===== src/rtl/clock_pkg.sv =====
// Shared clock types and limits: edit FSM states, field maxima and a wrap-around step helper.
package clock_pkg;

    typedef enum logic [2:0] {
        RUN   = 3'd0,
        T_HR  = 3'd1,
        T_MIN = 3'd2,
        T_SEC = 3'd3,
        A_HR  = 3'd4,
        A_MIN = 3'd5,
        A_EN  = 3'd6
    } edit_state_e;

    localparam logic [4:0] HR_MAX = 5'd23;
    localparam logic [5:0] MS_MAX = 6'd59;

    // +1/-1 with wrap between 0 and max; hour values are zero-extended by the caller.
    function automatic logic [5:0] wrap_step(input logic [5:0] val, input logic [5:0] max,
                                             input logic up);
        logic [5:0] res;
        if (up) res = (val >= max) ? 6'd0 : val + 6'd1;
        else    res = (val == 6'd0) ? max : val - 6'd1;
        return res;
    endfunction

endpackage


===== src/rtl/btn_rpt.sv =====
// Rising-edge detector with hold-to-repeat: one step on the press, one after RPT_DELAY
// cycles of hold, then one every RPT_PERIOD cycles until release.
module btn_rpt #(
    parameter int RPT_DELAY  = 8,
    parameter int RPT_PERIOD = 4
) (
    input  logic clk,
    input  logic rst_n,
    input  logic btn,
    output logic press,
    output logic step
);

    localparam int CW = $clog2((RPT_DELAY > RPT_PERIOD ? RPT_DELAY : RPT_PERIOD) + 1);

    logic          btn_q;
    logic [CW-1:0] cnt;
    logic          rpt;

    assign press = btn & ~btn_q;
    assign rpt   = btn & btn_q & (cnt == '0);
    assign step  = press | rpt;

    // cnt holds the cycles left until the next repeat step while the button is held.
    always_ff @(posedge clk or negedge rst_n) begin
        if (!rst_n) begin
            btn_q <= 1'b0;
            cnt   <= '0;
        end else begin
            btn_q <= btn;
            if (press)    cnt <= CW'(RPT_DELAY - 1);
            else if (rpt) cnt <= CW'(RPT_PERIOD - 1);
            else if (btn) cnt <= cnt - 1'b1;
            else          cnt <= '0;
        end
    end

endmodule


===== src/rtl/clock_set_ctrl.sv =====
// Button-driven time/alarm setting FSM: snapshots the live time, edits one field per
// state, commits with a one-cycle load strobe, and abandons idle sessions on timeout.
module clock_set_ctrl
    import clock_pkg::*;
#(
    parameter int TIMEOUT_SEC = 30,
    parameter int RPT_DELAY   = 8,
    parameter int RPT_PERIOD  = 4
) (
    input  logic       clk,
    input  logic       rst_n,
    input  logic       tick_1hz,
    input  logic       btn_mode,
    input  logic       btn_inc,
    input  logic       btn_dec,
    input  logic       btn_ok,
    input  logic [4:0] cur_hr,
    input  logic [5:0] cur_min,
    input  logic [5:0] cur_sec,
    output logic [4:0] hr_in,
    output logic [5:0] min_in,
    output logic [5:0] sec_in,
    output logic       set_time,
    output logic [4:0] alarm_hr_in,
    output logic [5:0] alarm_min_in,
    output logic       set_alarm,
    output logic       alarm_en_in,
    output logic [2:0] edit_state,
    output logic       blink
);

    localparam int TW = $clog2(TIMEOUT_SEC + 1);

    edit_state_e   state;
    logic          mode_q, ok_q;
    logic          mode_press, ok_press;
    logic          inc_press, inc_step, dec_press, dec_step;
    logic          inc_act, dec_act, any_press, timeout;
    logic [4:0]    e_hr, a_hr;
    logic [5:0]    e_min, e_sec, a_min;
    logic          a_en;
    logic [TW-1:0] to_cnt;

    btn_rpt #(.RPT_DELAY(RPT_DELAY), .RPT_PERIOD(RPT_PERIOD)) u_inc (
        .clk(clk), .rst_n(rst_n), .btn(btn_inc), .press(inc_press), .step(inc_step)
    );

    btn_rpt #(.RPT_DELAY(RPT_DELAY), .RPT_PERIOD(RPT_PERIOD)) u_dec (
        .clk(clk), .rst_n(rst_n), .btn(btn_dec), .press(dec_press), .step(dec_step)
    );

    assign mode_press = btn_mode & ~mode_q;
    assign ok_press   = btn_ok & ~ok_q;
    assign any_press  = mode_press | ok_press | inc_press | dec_press;
    // The opposite button being high at all (pressed or held) cancels the step.
    assign inc_act    = inc_step & ~btn_dec;
    assign dec_act    = dec_step & ~btn_inc;
    assign timeout    = tick_1hz & ~any_press & (to_cnt == TW'(TIMEOUT_SEC - 1));
    assign edit_state = state;

    // NOTE: every register, including the edit copies, is cleared by the async reset so a
    // session interrupted by reset can never leak stale values into a later commit.
    always_ff @(posedge clk or negedge rst_n) begin
        if (!rst_n) begin
            state        <= RUN;
            mode_q       <= 1'b0;
            ok_q         <= 1'b0;
            e_hr         <= '0;
            e_min        <= '0;
            e_sec        <= '0;
            a_hr         <= '0;
            a_min        <= '0;
            a_en         <= 1'b0;
            to_cnt       <= '0;
            hr_in        <= '0;
            min_in       <= '0;
            sec_in       <= '0;
            set_time     <= 1'b0;
            alarm_hr_in  <= '0;
            alarm_min_in <= '0;
            alarm_en_in  <= 1'b0;
            set_alarm    <= 1'b0;
            blink        <= 1'b0;
        end else begin
            mode_q    <= btn_mode;
            ok_q      <= btn_ok;
            set_time  <= 1'b0;
            set_alarm <= 1'b0;

            if (state == RUN) begin
                blink  <= 1'b0;
                to_cnt <= '0;
                if (mode_press) begin
                    state <= T_HR;
                    e_hr  <= cur_hr;
                    e_min <= cur_min;
                    e_sec <= cur_sec;
                end
            end else begin
                if (any_press)     to_cnt <= '0;
                else if (tick_1hz) to_cnt <= to_cnt + 1'b1;
                if (tick_1hz)      blink  <= ~blink;

                if (ok_press) begin
                    if (state == T_HR || state == T_MIN || state == T_SEC) begin
                        hr_in    <= e_hr;
                        min_in   <= e_min;
                        sec_in   <= e_sec;
                        set_time <= 1'b1;
                    end else begin
                        alarm_hr_in  <= a_hr;
                        alarm_min_in <= a_min;
                        alarm_en_in  <= a_en;
                        set_alarm    <= 1'b1;
                    end
                    state <= RUN;
                    blink <= 1'b0;
                end else if (mode_press) begin
                    case (state)
                        T_HR:    state <= T_MIN;
                        T_MIN:   state <= T_SEC;
                        T_SEC: begin
                            state <= A_HR;
                            a_hr  <= alarm_hr_in;
                            a_min <= alarm_min_in;
                            a_en  <= alarm_en_in;
                        end
                        A_HR:    state <= A_MIN;
                        A_MIN:   state <= A_EN;
                        default: begin
                            state <= RUN;
                            blink <= 1'b0;
                        end
                    endcase
                end else if (timeout) begin
                    state <= RUN;
                    blink <= 1'b0;
                end else if (inc_act || dec_act) begin
                    case (state)
                        T_HR:    e_hr  <= 5'(wrap_step({1'b0, e_hr}, {1'b0, HR_MAX}, inc_act));
                        T_MIN:   e_min <= wrap_step(e_min, MS_MAX, inc_act);
                        T_SEC:   e_sec <= wrap_step(e_sec, MS_MAX, inc_act);
                        A_HR:    a_hr  <= 5'(wrap_step({1'b0, a_hr}, {1'b0, HR_MAX}, inc_act));
                        A_MIN:   a_min <= wrap_step(a_min, MS_MAX, inc_act);
                        default: a_en  <= ~a_en;
                    endcase
                end
            end
        end
    end

endmodule


===== config.mk =====
export PLATFORM = sky130hd
export DESIGN_NAME = clock_set_ctrl
export DESIGN_NICKNAME = d
export VERILOG_FILES = /design/src/rtl/clock_pkg.sv /design/src/rtl/btn_rpt.sv /design/src/rtl/clock_set_ctrl.sv
export SDC_FILE = /design/constraint.sdc
export NUM_CORES = 1
export LEC_CHECK = 0
export BUFFER_PORTS_ARGS = -buffer_cell sky130_fd_sc_hd__buf_2
export CORE_MARGIN = 2
export CORE_UTILIZATION = 42
export CTS_BUF_LIST = sky130_fd_sc_hd__clkbuf_4 sky130_fd_sc_hd__clkbuf_8 sky130_fd_sc_hd__clkbuf_16
export CTS_CLUSTER_DIAMETER = 150
export DETAILED_ROUTE_END_ITERATION = 7
export PLACE_DENSITY = 0.68
export RECOVER_POWER = 100
export REMOVE_ABC_BUFFERS = 1
export SKIP_LAST_GASP = 1
export SLEW_MARGIN = 20
export SYNTH_ARGS = -nofsm -noshare
export SYNTH_HDL_FRONTEND = slang
export SYNTH_SLANG_ARGS = --single-unit

===== constraint.sdc =====
create_clock -name clk -period 2.7 [get_ports clk]
set_input_delay 0.135 -clock clk [delete_from_list [all_inputs] [get_ports clk]]
set_output_delay 0.135 -clock clk [all_outputs]
set_load 0.05 [all_outputs]

**Yosys cells after proc, flatten, opt, wreduce, memory -nomap -nowiden**

Cells that the tools add are included.
W data, S select, Z words.

- Add/subtract/negate cells: 13
- Magnitude comparators: 5
- Equality and inequality tests: 13
- Multiplexer cells: 78
- Bitwise gates (word level): 29
- Reductions and logical operators: 30

Operator list:

| cell | count |
|---|---|
| $mux W6 | 28 |
| $mux W5 | 21 |
| $reduce_and A6 Y1 | 6 |
| $mux W4 | 6 |
| $add A6 B1 Y6 const B | 3 |
| $ge A6 B6 Y1 const B | 3 |
| $logic_not A6 Y1 | 3 |
| $reduce_bool A3 Y1 | 6 |
| $sub A6 B1 Y6 const B | 3 |
| $mux W1 | 17 |
| $add A5 B1 Y5 const B | 3 |
| $mux W3 | 5 |
| $pmux W3 S5 | 1 |
| $and A1 B1 Y1 | 12 |
| $not A1 Y1 | 12 |
| $ge A5 B5 Y1 const B | 2 |
| $logic_not A5 Y1 | 2 |
| $sub A5 B1 Y5 const B | 2 |
| $logic_not A4 Y1 | 2 |
| $ne A2 B1 Y1 const B | 4 |
| $sub A4 B1 Y4 const B | 2 |
| $eq A3 B2 Y1 const B | 2 |
| $eq A3 B3 Y1 const B | 2 |
| $reduce_and A3 Y1 | 2 |
| other kinds (10) | 19 |

- Register bits: 81
- Input port bits: 24
- Output and inout bits: 35
- Logic and storage cells: 191

**Depth between registers and ports, before layout**

- Word-level depth: 12
- Depth in mapped cells: 9
- Depth with buffers taken out: 7

**Hierarchy**

A second synthesis with hierarchy kept.

- Cell total of the unflattened synthesis: 544
- Area total of the unflattened synthesis: 4,981.0 sq um

Modules (own cells, without submodules):

| module | instances | cells each | area an instance (sq um) | seq. area each (sq um) |
|---|---|---|---|---|
| clock_set_ctrl | 1 | 502 | 4,523.1 | 1,776.7 |
| btn_rpt | 2 | 21 | 229.0 | 125.1 |

**Worst setup path before layout**

No wires, ideal clock.

- Kind: reg2reg
- Start point: register u_inc.cnt[0]
- End point: register a_min[5]
- Library setup time: 0.125 ns
- Arrival time: 2.065 ns
- Required time: 2.575 ns
- Setup slack: 0.510 ns
- Cell stages (with the launch flop): 9
- Path buffers: 1
- Clock period less this slack: 2.190 ns
- Path through: dfrtp_1 > inv_1 > ha_1 > or3b_1 > buf_2 > a21oi_4 > o2111ai_2 > a21oi_4 > mux2_4

- Cells in the longest elaborated chain, start to end: 9
- Elaborated cells on any way between the ends: 12
- Classes of those cells: 5 x mux; 3 x bitwise; 4 x reduce/logical

Ends and longest elaborated chain:

| element | RTL line | source |
|---|---|---|
| start, declared | btn_rpt.sv:17 | `logic [CW-1:0] cnt;` |
| start signal, assigned | btn_rpt.sv:31 | `if (press) cnt <= CW'(RPT_DELAY - 1);` |
| start signal, assigned | btn_rpt.sv:32 | `else if (rpt) cnt <= CW'(RPT_PERIOD - 1);` |
| start signal, assigned | btn_rpt.sv:33 | `else if (btn) cnt <= cnt - 1'b1;` |
| $logic_not A4 Y1 * | btn_rpt.sv:21 | `assign rpt = btn & btn_q & (cnt == '0);` |
| $and A1 B1 Y1 * | btn_rpt.sv:21 |  |
| $or A1 B1 Y1 * | btn_rpt.sv:22 | `assign step = press \| rpt;` |
| $and A1 B1 Y1 * | clock_set_ctrl.sv:56 | `assign inc_act = inc_step & ~btn_dec;` |
| $mux W6 | clock_pkg.sv:21 | `if (up) res = (val >= max) ? 6'd0 : val + 6'd1;` |
| $mux W6 | clock_set_ctrl.sv:139 | `case (state)` |
| $mux W6 | clock_set_ctrl.sv:138 | `end else if (inc_act \|\| dec_act) begin` |
| $mux W6 | clock_set_ctrl.sv:135 | `end else if (timeout) begin` |
| $mux W6 | clock_set_ctrl.sv:118 | `end else if (mode_press) begin` |
| end signal, assigned | clock_set_ctrl.sv:125 | `a_min <= alarm_min_in;` |
| end signal, assigned | clock_set_ctrl.sv:144 | `A_MIN: a_min <= wrap_step(a_min, MS_MAX, inc_act);` |
| end, declared | clock_set_ctrl.sv:40 | `logic [5:0] e_min, e_sec, a_min;` |

Every way passes the cells marked *; elsewhere a longest branch is shown, timed or not. The select of a mux whose other input is x is not followed.
A chain may end at the register's enable or synchronous reset.

**Final worst setup path**

- Start point: register u_dec.cnt[0]
- End point: register e_min[5]

- Cells in the longest elaborated chain, start to end: 7

Ends and longest elaborated chain:

| element | RTL line | source |
|---|---|---|
| start, declared | btn_rpt.sv:17 |  |
| start signal, assigned | btn_rpt.sv:31 |  |
| start signal, assigned | btn_rpt.sv:32 |  |
| start signal, assigned | btn_rpt.sv:33 |  |
| $logic_not A4 Y1 | btn_rpt.sv:21 |  |
| $and A1 B1 Y1 | btn_rpt.sv:21 |  |
| $or A1 B1 Y1 | btn_rpt.sv:22 |  |
| $and A1 B1 Y1 | clock_set_ctrl.sv:57 | `assign dec_act = dec_step & ~btn_inc;` |
| $logic_or A1 B1 Y1 | clock_set_ctrl.sv:138 |  |
| $reduce_bool A3 Y1 (no source line) | - |  |
| $reduce_and A6 Y1 (no source line) | - |  |
| end signal, assigned | clock_set_ctrl.sv:96 | `e_min <= cur_min;` |
| end signal, assigned | clock_set_ctrl.sv:141 | `T_MIN: e_min <= wrap_step(e_min, MS_MAX, inc_act);` |
| end, declared | clock_set_ctrl.sv:40 |  |

No other way between the ends.

==> metrics.txt <==
fin nets=677; Hold Crit Class=in -> reg; Synth Cell Area=5157 um2; clock-pin slew on the worst setup and hold paths=0.06 ns; ant diodes=0; Vias/cell=6.029; yosys warns=0; grt peak-use layer=met2; drt first pass iters=5; Area after DPL=5564 um2; met3 Use GR=0.03637; most frequent cells in the layout=81 x dfrtp_1, 66 x nand2_1, 46 x o21ai_0; die span in x=114.8 um; leak pwr=2.530 nW; failing checks=max-capacitance violations, max-slew violations; sequential power share=0.380; RSZ-0062 raised after global routing=no; Mapped Cells=591; switching power=2.227 mW; Pint=2.830 mW; Worst slew margin=-0.3670; Final Max Tran Viols=82; layout cells sized above 1=0.09375; Post-synth ARST share=1.000; final hold slack=0.06967 ns; crit path max fanout=6; status=finished with violations; antenna violations before repair=0; CTS sink count=81; CTS Buffer Depth=2; Slew @ Worst Pin=2.050 ns; sequential share of the synthesized area=0.3930; max cap viols=1; final cycle utilization of the critical path=0.9498; Synth Flop Type=dfrtp_1; initial core utilization=0.4294; insertion delay to the later sink of the worst-skew pair=0.33 ns; syn_area_per_cell=8.727 um2; Reg area=2027 um2; #FFs+latches synth=81; CP Buf/Inv Count=1; Post-synth EDFFs=0; IO Count=59; final instance area=5813 um2; Final setup viols=0; GR Layer Usage met1=0.2809; via count=4745; grt ovf=0; Core ar.=12010 um2; Filler Cells Inserted=1150; DR DRC count=0; startpoint types=flop; switching share of total power=0.4404; CP Cell Sequence=inv_1 > ha_1 > or3b_2 > a21oi_1 > o2111ai_1 > nand2_1 > mux2_1; CTS tree=done; area taken by multi-input logic gates=2805 um2; met2 usage=0.3294; Slowest Stage Delay on Critical Path=0.46 ns; worst path arrival time=2.78 ns; Die Y=114.8 um; post-layout minimum cycle time=2.564 ns; H-tree levels=3; Row Count=40; commonest non-fill, non-tap cell in the layout=dfrtp_1; HPWL Detailed=9323 um; vias in the first global route=4525; drt total wl=13410 um; GRT Total Usage=0.2065; Clock Tree Root=clkbuf_16; CP required=2.92 ns; worst vdd ir=0.3537 mV; Final Hold Vio Count=0; CP max-delay cell=or3b_2; Highest Clock Rate=389.9 MHz; WS Path Type=reg -> reg; area delta synth->final=12.71%; first-pass GRT wire length=21850 um; antenna viol nets, final=0; CP top delay family=simple AND/OR/NAND/NOR gates; flop-to-flop setup slack=0.14 ns; Pwr Total=5.057 mW; CTS buffer count=9; PortBufs=58; RePlAce Congestion=0.9013; post-CTS setup buffers=0; largest net degree at the start of global routing=82; drt wl/cell=17.04 um; clock share of power=0.231; drt initial violations=437; clk_skew=0.004117 ns; Gate power share=0.389; count of unique library cells instantiated by Yosys=68; PwrDens=869.9 nW/um2; DIE AREA=13180 um2; Crit. End Element=flop
[cell families after synthesis]
family	share of synthesized area
XOR/XNOR	0.01528
AND/OR/NAND/NOR	0.1863
buffers and inverters	0.06186
adder cells (fa/ha/maj)	0.04367
AO/OA/AOI/OAI	0.2501
multiplexers	0.04973
flip-flops	0.3930
[power by group through the flow]
stage / clock (mW) / sequential [mW] / combinational [mW]
global route: 1.25 / 1.98 / 2.16
detailed placement: 0 / 1.93 / 1.99
global placement: 0 / 1.91 / 1.95
finish: 1.17 / 1.92 / 1.97
floorplan: 0 / 2.33 / 1.02
CTS: 1.18 / 1.91 / 2.01
[metrics by stage]
| step | setup TNS (ns) | utilization | setup slack, ns | std cells |
|---|---|---|---|---|
| floorplan | -0.05989 | - | -0.05989 | 549 |
| global placement | 0 | 0.4632 | 0.3177 | 767 |
| detailed placement | 0 | 0.4632 | 0.2289 | 767 |
| CTS | 0 | 0.4893 | 0.1977 | 786 |
| global route | 0 | 0.4840 | 0.06765 | 787 |
| finish | 0 | 0.4840 | 0.1355 | 787 |
[registers in the layout, indices dropped and copies added (netlist names), 3 cells and up]
signal / flops
a_hr: 5
a_min: 6
alarm_hr_in: 5
alarm_min_in: 6
e_hr: 5
e_min: 6
e_sec: 6
edit_state: 3
hr_in: 5
min_in: 6
sec_in: 6
to_cnt: 5
u_dec.cnt: 4
u_inc.cnt: 4
[final timing paths]
kind | from | endpoint | cells after the start
max | u_dec.cnt[0]$_DFF_PN0_ | e_min[5]$_DFFE_PN0P_ | 7
min | cur_sec[5] | e_sec[5]$_DFFE_PN0P_ | 3
max reg2reg | u_dec.cnt[0]$_DFF_PN0_ | e_min[5]$_DFFE_PN0P_ | 7
min reg2reg | hr_in[2]$_DFFE_PN0P_ | hr_in[2]$_DFFE_PN0P_ | 2
max in group asynchronous | rst_n | e_hr[4]$_DFFE_PN0P_ | 2
min in group asynchronous | rst_n | alarm_hr_in[2]$_DFFE_PN0P_ | 2
[final cells by class]
| type | instances | area share |
|---|---|---|
| Inverter | 38 | 0.02454 |
| Clock inverter | 3 | 0.002583 |
| Sequential cell | 81 | 0.3487 |
| Tap cell | 147 | 0.03164 |
| Timing Repair Buffer | 75 | 0.06393 |
| Clock buffer | 13 | 0.04606 |
| Multi-Input combinational cell | 430 | 0.4826 |
[metal layers]
metal / up-vias / part of all wire
li1: 2248 / -
met1: 2313 / 0.45
met2: 155 / 0.48
met3: 29 / 0.049
met4: 0 / 0.021
met5: - / 0
[worst min-delay path, delay by kind of cell]
| family | cells | cell delay, ns |
|---|---|---|
| buffers and inverters | 1 | 0.10 |
| AND/OR/NAND/NOR | 1 | 0.05 |
| AO/OA/AOI/OAI | 1 | 0.07 |
[Yosys cell counts, drive strengths merged, types with 13 or more instances]
library cell / count / area [um2]
nand2: 66 / 250.2
dfrtp: 81 / 2027
o21ai: 47 / 235.2
inv: 37 / 138.9
a21oi: 30 / 172.7
nor3: 15 / 75.07
nor2: 34 / 127.6
clkbuf: 29 / 108.9
buf: 13 / 67.57
ha: 18 / 225.2
mux2i: 17 / 170.2
o211ai: 13 / 97.59
nand3: 16 / 80.08
[timing repair]
action	CTS	global route
hold buffers	3	1
resized for setup	0	0
hold endpoints to repair	3	81
Note: power is estimated with default switching activity, not from simulation.
